## src/rtl/uart_tx_param_if.sv

```systemverilog
// Handshake and serial-line bundle for uart_tx_param.
// The send_break signal exists only when UART_TX_BREAK_EN is defined.
interface uart_tx_param_if #(
  parameter int DATA_WIDTH     = 8,
  parameter int PRESCALE_WIDTH = 8
);
  logic                      Data_Valid;
  logic [DATA_WIDTH-1:0]     P_Data;
  logic                      par_en;
  logic                      PAR_TYP;
  logic                      stop2;
  logic [PRESCALE_WIDTH-1:0] prescale;
  logic                      TX_OUT;
  logic                      busy;
  logic                      frame_done;
`ifdef UART_TX_BREAK_EN
  logic                      send_break;
`endif

  modport master (
`ifdef UART_TX_BREAK_EN
    output send_break,
`endif
    output Data_Valid, P_Data, par_en, PAR_TYP, stop2, prescale,
    input  TX_OUT, busy, frame_done
  );

  modport slave (
`ifdef UART_TX_BREAK_EN
    input  send_break,
`endif
    input  Data_Valid, P_Data, par_en, PAR_TYP, stop2, prescale,
    output TX_OUT, busy, frame_done
  );
endinterface

```

## src/rtl/uart_tx_param.sv

```systemverilog
// Parametrised UART transmitter: start, DATA_WIDTH data bits LSB first, optional parity, 1 or 2 stops.
// Define UART_TX_BREAK_EN to add the send_break input and a line-break state.
module uart_tx_param #(
  parameter int DATA_WIDTH     = 8,
  parameter int PRESCALE_WIDTH = 8
) (
  input  logic           clk,
  input  logic           reset,
  uart_tx_param_if.slave bus
);
  localparam int IDX_W = 5;
  localparam logic [IDX_W-1:0] LAST_DATA = IDX_W'(DATA_WIDTH - 1);
`ifdef UART_TX_BREAK_EN
  localparam logic [IDX_W-1:0] BRK_BITS  = IDX_W'(DATA_WIDTH + 3);
`endif

  typedef enum logic [2:0] {
    IDLE, START, DATA, PARITY, STOP
`ifdef UART_TX_BREAK_EN
    , BRK, BRK_STOP
`endif
  } state_t;

  state_t                    state_reg, state_next;
  logic [PRESCALE_WIDTH-1:0] bit_cnt_reg, cnt_next;
  logic [IDX_W-1:0]          bit_idx_reg, idx_next;
  logic [DATA_WIDTH-1:0]     data_reg, data_next;
  logic [DATA_WIDTH-1:0]     shift_reg, shift_next;
  logic                      par_en_reg, par_en_next;
  logic                      par_typ_reg, par_typ_next;
  logic                      stop2_reg, stop2_next;
  logic [PRESCALE_WIDTH-1:0] prescale_reg, prescale_next;
  logic                      tx_reg, tx_next;
  logic                      busy_reg, busy_next;
  logic                      done_reg, done_next;

  logic [PRESCALE_WIDTH-1:0] p_last;
  logic                      bit_end;
  logic                      par_bit;

  // A prescale of 0 behaves like 1, so the last count is 0 in both cases.
  assign p_last  = (prescale_reg == '0) ? '0 : prescale_reg - 1'b1;
  assign bit_end = (bit_cnt_reg == p_last);
  assign par_bit = (^data_reg) ^ par_typ_reg;

  always_ff @(posedge clk or negedge reset) begin
    if (!reset) begin
      state_reg    <= IDLE;
      bit_cnt_reg  <= '0;
      bit_idx_reg  <= '0;
      data_reg     <= '0;
      shift_reg    <= '0;
      par_en_reg   <= 1'b0;
      par_typ_reg  <= 1'b0;
      stop2_reg    <= 1'b0;
      prescale_reg <= '0;
      tx_reg       <= 1'b1;
      busy_reg     <= 1'b0;
      done_reg     <= 1'b0;
    end else begin
      state_reg    <= state_next;
      bit_cnt_reg  <= cnt_next;
      bit_idx_reg  <= idx_next;
      data_reg     <= data_next;
      shift_reg    <= shift_next;
      par_en_reg   <= par_en_next;
      par_typ_reg  <= par_typ_next;
      stop2_reg    <= stop2_next;
      prescale_reg <= prescale_next;
      tx_reg       <= tx_next;
      busy_reg     <= busy_next;
      done_reg     <= done_next;
    end
  end

  // Every output is computed one edge early so TX_OUT, busy and frame_done leave flops.
  always_comb begin
    state_next    = state_reg;
    cnt_next      = bit_cnt_reg;
    idx_next      = bit_idx_reg;
    data_next     = data_reg;
    shift_next    = shift_reg;
    par_en_next   = par_en_reg;
    par_typ_next  = par_typ_reg;
    stop2_next    = stop2_reg;
    prescale_next = prescale_reg;
    tx_next       = tx_reg;
    busy_next     = busy_reg;
    done_next     = 1'b0;

    if (state_reg != IDLE) begin
      cnt_next = bit_end ? '0 : bit_cnt_reg + 1'b1;
    end

    case (state_reg)
      IDLE: begin
        cnt_next  = '0;
        idx_next  = '0;
        tx_next   = 1'b1;
        busy_next = 1'b0;
`ifdef UART_TX_BREAK_EN
        if (bus.send_break) begin
          state_next    = BRK;
          prescale_next = bus.prescale;
          tx_next       = 1'b0;
          busy_next     = 1'b1;
        end else
`endif
        if (bus.Data_Valid) begin
          state_next    = START;
          data_next     = bus.P_Data;
          shift_next    = bus.P_Data;
          par_en_next   = bus.par_en;
          par_typ_next  = bus.PAR_TYP;
          stop2_next    = bus.stop2;
          prescale_next = bus.prescale;
          tx_next       = 1'b0;
          busy_next     = 1'b1;
        end
      end
      START: begin
        if (bit_end) begin
          state_next = DATA;
          idx_next   = '0;
          tx_next    = shift_reg[0];
          shift_next = shift_reg >> 1;
        end
      end
      DATA: begin
        if (bit_end) begin
          if (bit_idx_reg == LAST_DATA) begin
            idx_next = '0;
            if (par_en_reg) begin
              state_next = PARITY;
              tx_next    = par_bit;
            end else begin
              state_next = STOP;
              tx_next    = 1'b1;
            end
          end else begin
            idx_next   = bit_idx_reg + 1'b1;
            tx_next    = shift_reg[0];
            shift_next = shift_reg >> 1;
          end
        end
      end
      PARITY: begin
        if (bit_end) begin
          state_next = STOP;
          idx_next   = '0;
          tx_next    = 1'b1;
        end
      end
      STOP: begin
        if (bit_end) begin
          if (!stop2_reg || bit_idx_reg == IDX_W'(1)) begin
            state_next = IDLE;
            idx_next   = '0;
            busy_next  = 1'b0;
          end else begin
            idx_next = bit_idx_reg + 1'b1;
          end
        end
      end
`ifdef UART_TX_BREAK_EN
      // bit_idx counts whole bit periods of low time, saturating at the minimum length.
      BRK: begin
        tx_next   = 1'b0;
        busy_next = 1'b1;
        if (bit_end && bit_idx_reg != BRK_BITS) begin
          idx_next = bit_idx_reg + 1'b1;
        end
        if (!bus.send_break &&
            (bit_idx_reg == BRK_BITS || (bit_idx_reg == BRK_BITS - 1'b1 && bit_end))) begin
          state_next = BRK_STOP;
          cnt_next   = '0;
          idx_next   = '0;
          tx_next    = 1'b1;
        end
      end
      BRK_STOP: begin
        if (bit_end) begin
          state_next = IDLE;
          busy_next  = 1'b0;
        end
      end
`endif
      default: begin
        state_next = IDLE;
        tx_next    = 1'b1;
        busy_next  = 1'b0;
      end
    endcase

    // Pulse lands on the final clock of the last stop bit; a break never reaches STOP.
    done_next = (state_next == STOP) && (cnt_next == p_last) &&
                (stop2_reg ? (idx_next == IDX_W'(1)) : 1'b1);
  end

  assign bus.TX_OUT     = tx_reg;
  assign bus.busy       = busy_reg;
  assign bus.frame_done = done_reg;
endmodule

```

## src/flat_wrapper.sv

```systemverilog
// flat-port wrapper written by rule: the top's interface ports become plain ports
module uart_tx_param_flat 
#(
  parameter int DATA_WIDTH     = 8,
  parameter int PRESCALE_WIDTH = 8
)
  (clk, reset, bus_Data_Valid, bus_P_Data, bus_par_en, bus_PAR_TYP, bus_stop2, bus_prescale, bus_TX_OUT, bus_busy, bus_frame_done);
  uart_tx_param_if #(.DATA_WIDTH(DATA_WIDTH), .PRESCALE_WIDTH(PRESCALE_WIDTH)) bus_i ();
  input  logic clk;
  input  logic reset;
  input wire logic [$bits(bus_i.Data_Valid)-1:0] bus_Data_Valid;
  input wire logic [$bits(bus_i.P_Data)-1:0] bus_P_Data;
  input wire logic [$bits(bus_i.par_en)-1:0] bus_par_en;
  input wire logic [$bits(bus_i.PAR_TYP)-1:0] bus_PAR_TYP;
  input wire logic [$bits(bus_i.stop2)-1:0] bus_stop2;
  input wire logic [$bits(bus_i.prescale)-1:0] bus_prescale;
  output wire logic [$bits(bus_i.TX_OUT)-1:0] bus_TX_OUT;
  output wire logic [$bits(bus_i.busy)-1:0] bus_busy;
  output wire logic [$bits(bus_i.frame_done)-1:0] bus_frame_done;
  assign bus_i.Data_Valid = bus_Data_Valid;
  assign bus_i.P_Data = bus_P_Data;
  assign bus_i.par_en = bus_par_en;
  assign bus_i.PAR_TYP = bus_PAR_TYP;
  assign bus_i.stop2 = bus_stop2;
  assign bus_i.prescale = bus_prescale;
  assign bus_TX_OUT = bus_i.TX_OUT;
  assign bus_busy = bus_i.busy;
  assign bus_frame_done = bus_i.frame_done;
  uart_tx_param #(.DATA_WIDTH(DATA_WIDTH), .PRESCALE_WIDTH(PRESCALE_WIDTH)) u_core (.clk(clk), .reset(reset), .bus(bus_i));
endmodule
```

## config.mk

```make
export PLATFORM = sky130hd
export DESIGN_NAME = uart_tx_param_flat
export DESIGN_NICKNAME = d
export VERILOG_FILES = /design/src/rtl/uart_tx_param_if.sv /design/src/rtl/uart_tx_param.sv /design/src/flat_wrapper.sv
export SDC_FILE = /design/constraint.sdc
export NUM_CORES = 1
export LEC_CHECK = 0
export CAP_MARGIN = 25
export CORE_MARGIN = 1.5
export CORE_UTILIZATION = 59
export CTS_CLUSTER_DIAMETER = 150
export DETAILED_ROUTE_END_ITERATION = 12
export PLACE_DENSITY = 0.8
export SKIP_LAST_GASP = 1
export SLEW_MARGIN = 20
export SYNTH_ARGS = -nofsm -noshare
export SYNTH_HDL_FRONTEND = slang
export SYNTH_SLANG_ARGS = --single-unit
```

## constraint.sdc

```tcl
create_clock -name clk -period 4.1 [get_ports clk]
set_input_delay 0.41 -clock clk [delete_from_list [all_inputs] [get_ports clk]]
set_output_delay 0.41 -clock clk [all_outputs]
set_load 0.01 [all_outputs]
```

# --- Word level (Yosys, flattened, before mapping) ---
# Cells that the tools add are included.
word_totals:
  ff_bits: 46
  out_inout_bits: 3
op_classes:
  add_sub_neg: 3
  eq_ne: 17
  muxes: 36
  bitwise: 3
  n_reduce_logical: 15
op_table:
  columns: ["op", "count"]
  rows:
  - ["2-to-1 mux 8 bit", 8]
  - ["2-to-1 mux 5 bit", 5]
  - ["2-to-1 mux 3 bit", 8]
  - ["case mux 8 bit (3 select lines)", 1]
  - ["case mux 5 bit (4 select lines)", 1]
  - ["equality test 8 bit", 2]
  - ["case mux 3 bit (5 select lines)", 1]
  - ["equality test 5 x 1 -> 1 bit, second input constant", 2]
  - ["2-to-1 mux 1 bit", 10]
  - ["inequality test 2 x 1 -> 1 bit, second input constant", 5]
  - ["adder 8 x 1 -> 8 bit, second input constant", 1]
  - ["logical NOT 8 bit", 1]
  - ["parity 8 bit", 1]
  - ["subtractor 8 x 1 -> 8 bit, second input constant", 1]
  - ["equality test 3 x 2 -> 1 bit, second input constant", 2]
  - ["equality test 3 bit, second input constant", 2]
  - ["nonzero test 3 bit", 2]
  - ["adder 5 x 1 -> 5 bit, second input constant", 1]
  - ["equality test 5 x 3 -> 1 bit, second input constant", 1]
  - ["case mux 1 bit (5 select lines)", 1]
  - ["AND reduction 5 bit", 1]
  - ["inequality test 2 bit, second input constant", 2]
  - ["AND reduction 4 bit", 1]
  - ["equality test 3 x 1 -> 1 bit, second input constant", 1]
  - ["other kinds (11)", 13]

# --- Logic depth before layout (Yosys ltp) ---
depth:
  ltp_word: 9
  depth_mapped: 13
  mapped_depth_nobuf: 11

# --- Worst setup path before layout ---
# OpenSTA, ideal clock, no wires.
synth_path:
  path_kind: "register to register"
  start: "reg u_core.prescale_reg[0]"
  end: "reg u_core.shift_reg[0]"
  setup_time_ns: 0.125
  t_arrival_ns: 2.768
  required_time_ns: 3.975
  path_slack_ns: 1.207
  path_stages_with_launch: 14
  path_buffers: 2
  synth_period_minus_slack_ns: 2.893
  path_cell_list: "dfrtp_1 inv_1 ha_1 buf_4 or4b_4 o211ai_1 a211o_1 nand2_2 and4b_1 buf_6 nand2_1 a21oi_2 o21bai_4 mux2_4"
synth_via:
  elab_chain_cells: 5
  elab_cells_between_ends: 7
  cone_classes: "1 x add/sub; 3 x eq/ne; 1 x mux; 2 x reduce/logical"
synth_lines:
  columns: ["item", "line_no", "text"]
  rows:
  - ["start, declared", "uart_tx_param.sv:32", "logic [PRESCALE_WIDTH-1:0] prescale_reg, prescale_next;"]
  - ["start signal, assigned", "uart_tx_param.sv:69", "prescale_reg <= prescale_next;"]
  - ["subtractor 8 x 1 -> 8 bit / logical NOT 8 bit (equally long branches)", "uart_tx_param.sv:42", "assign p_last = (prescale_reg == '0) ? '0 : prescale_reg - 1'b1;"]
  - ["2-to-1 mux 8 bit (*)", "uart_tx_param.sv:42", null]
  - ["equality test 8 bit (*)", "uart_tx_param.sv:43", "assign bit_end = (bit_cnt_reg == p_last);"]
  - ["inequality test 2 x 1 -> 1 bit (no line)", null, null]
  - ["AND reduction 5 bit (no line) (*)", null, null]
  - ["end signal, assigned", "uart_tx_param.sv:65", "shift_reg <= shift_next;"]
  - ["end, declared", "uart_tx_param.sv:28", "logic [DATA_WIDTH-1:0] shift_reg, shift_next;"]
# Every way passes the cells marked *; elsewhere a longest branch is shown, timed or not.
# A chain may end at the register's enable or synchronous reset.

# --- Final worst setup path ---
layout_path:
  start: "reg u_core.prescale_reg[0]"
  end: "reg u_core.shift_reg[6]"
# The elaborated chain is that of the path after synthesis.

==> run metrics <==
Vias/cell=6.00; Total Routing Usage GR=0.245; Setup TNS=0 ns; crit path capture type=flip-flop; R2R Path End=u_core.shift_reg[6]; Core ar.=5110 µm²; fillers=416; most common cell after layout, fill and taps aside=dfrtp_1; Crit Reg-Reg Startpoint=u_core.prescale_reg[0]; WS Path Type=flip-flop to flip-flop; mapped cell area=3140 µm²; first-pass GRT wire length=11,400 µm; power consumption=0.00259 W; std cell rows=26; clock root cell=clkbuf_8; final worst path period need=3.33 ns; CP bufs+invs=1; final number of max-transition violations=0; register clock-pin slew on the reported worst setup and hold paths=about 0.090 ns; worst path required time=between 4 and 5 ns; slowest cell delay on critical path=0.45 ns; multi-input logic area=1850 µm²; Synth cell types=74; CP top delay family=simple AND/OR/NAND/NOR gates; die width=75.9 µm; CTS Sinks=46; H-Tree Depth=2; Num CTS Buffers=5; status=complete, no violations; Period Utilization, post-route=0.812; Post-synth EDFFs=0; Area Growth Syn to Fin=11.8%; leakage power=1.49 nW; syn_nets=338; # hold bufs at CTS=0; Final Skew=between 0.007 and 0.008 ns; max-cap violations=0; Warnings, synthesis=0; slowest library cell on the worst path=dfrtp_1; Initial Util=0.614; total congestion overflow=0; proportion of layout cells with a drive suffix above 1=0.224; routed len/inst=16.2 µm; deepest clock path buffer count=2; total wire length=around 6500 µm; worst slew pin tran=about 0.59 ns; worst-skew pair later-pin latency=0.30 ns; Ports=25; post-CTS sizing=0; Iteration-0 DRC Markers=166; gate count of the mapped netlist=312; Worst R2R Setup Slack=0.77 ns; Syn Area/Cell=10.1 µm²; max frequency=between 0.3 and 0.4 GHz; commonest non-fill, non-tap cells in the layout=dfrtp_1 (45), nor2_1 (26), mux2_2 (25); CP Launch Type=flip-flop; final hold vios=0; Register Area=1150 µm²; ys flop type=dfrtp_1; Non-Filler Instances=401; DP HPWL=4870 µm; Seq cells post-synth=between 40 and 50; RSZ-0062 raised after global routing=false; Power per Cell Area=738 nW/µm²; vias in the first global route=2,371; largest net degree at the start of global routing=47; I/O Buffers=24; drt first pass iters=4; Worst R2R Path Depth=11; CTS tree=yes; Arrival @ worst endpoint=3.51 ns; Max IR drop VDD=between 0.0005 and 0.0006 V; Final #Nets=356; Diodes inserted=0; crit-path max FO=9; Post-synth ARST share=1.00; register area share after synthesis=0.367; Die ar.=5760 µm²; cell breakdown of the critical path=inv_1 > ha_1 > or3b_4 > a22oi_2 > o21ai_2 > a211oi_4 > and4b_1 > nand2_1 > a21oi_2 > o21bai_4 > mux2_4; Setup Fix Bufs, Post-CTS=0; max_slew headroom=0.610; hold crit path type=input port to asynchronous set/reset pin; antenna-violating nets left=0; hold_ws=0.0967 ns; GPL Wtd Cong=0.920; fin util=0.686; DRC=0; Die Ht=~76 µm; final setup fails=0; Via Count=2,406; initial antenna violation count=0; DP Cell Count=393
## cells by family after synthesis
logic type      count (synthesis)  share of synthesized area
mux                            35                      0.134
simple gates                  109                      0.208
flops                          46                      0.367
buf+inv                        29                     0.0447
xor+xnor                       21                     0.0610
compound gates                 68                      0.169
fa+ha+maj                       4                     0.0160
## metrics by stage
step / setup slack [ns] / cell area [µm²]
final: 0.772 / 3510
after global routing: 0.550 / 3510
after CTS: 0.792 / 3500
after detailed placement: 0.825 / 3390
after global placement: 0.909 / 3380
after floorplan: 1.21 / 3140
## synth_stat cells, types with 5 or more instances
cell type | count | area, µm²
clkbuf_1 | 8 | 30.0
mux2_2 | 25 | 282
dfrtp_1 | 45 | 1130
nand2b_1 | 5 | 31.3
xor2_1 | 8 | 70.1
a21oi_1 | 11 | 55.1
mux2_4 | 8 | 120
o21ai_0 | 16 | 80.1
xnor2_1 | 12 | 105
inv_1 | 14 | 52.6
nand3_1 | 13 | 65.1
nand2_1 | 19 | 71.3
nor2_1 | 27 | 101
## power by group
group          total [W]  switching [W]  leakage [nW]  internal, W
registers       0.000923       0.000280         0.564     0.000643
logic            0.00133       0.000656         0.872     0.000674
clock network   0.000335       0.000153        0.0514     0.000182
total            0.00259        0.00109          1.49      0.00150
## worst max path at each step
stage,startpoint,end,slack [ns],cells after the start
floorplan,u_core.prescale_reg[0],u_core.shift_reg[0],1.21,13
global placement,u_core.prescale_reg[0],u_core.shift_reg[1],0.91,11
detailed placement,u_core.prescale_reg[0],u_core.shift_reg[6],0.82,11
CTS,u_core.prescale_reg[0],u_core.shift_reg[0],0.79,11
global route,u_core.prescale_reg[0],u_core.shift_reg[0],0.55,11
finish,u_core.prescale_reg[0],u_core.shift_reg[6],0.77,11
## area by class of cell
cell class,instances,area share
clock inverter,2,0.0107
multi-input combinational,237,0.527
timing repair buffer,26,0.0732
sequential,46,0.329
tap,70,0.0250
inverter,14,0.0150
clock buffer,6,0.0207
## metal layers
metal	vias up	track usage	wire, µm
met5	-	0	0
met4	0	0.0574	64
met3	6	0.0386	282
met2	71	0.393	3070
met1	1162	0.351	3080
li1	1167	-	-
Note: power is estimated with default switching activity, not from simulation.
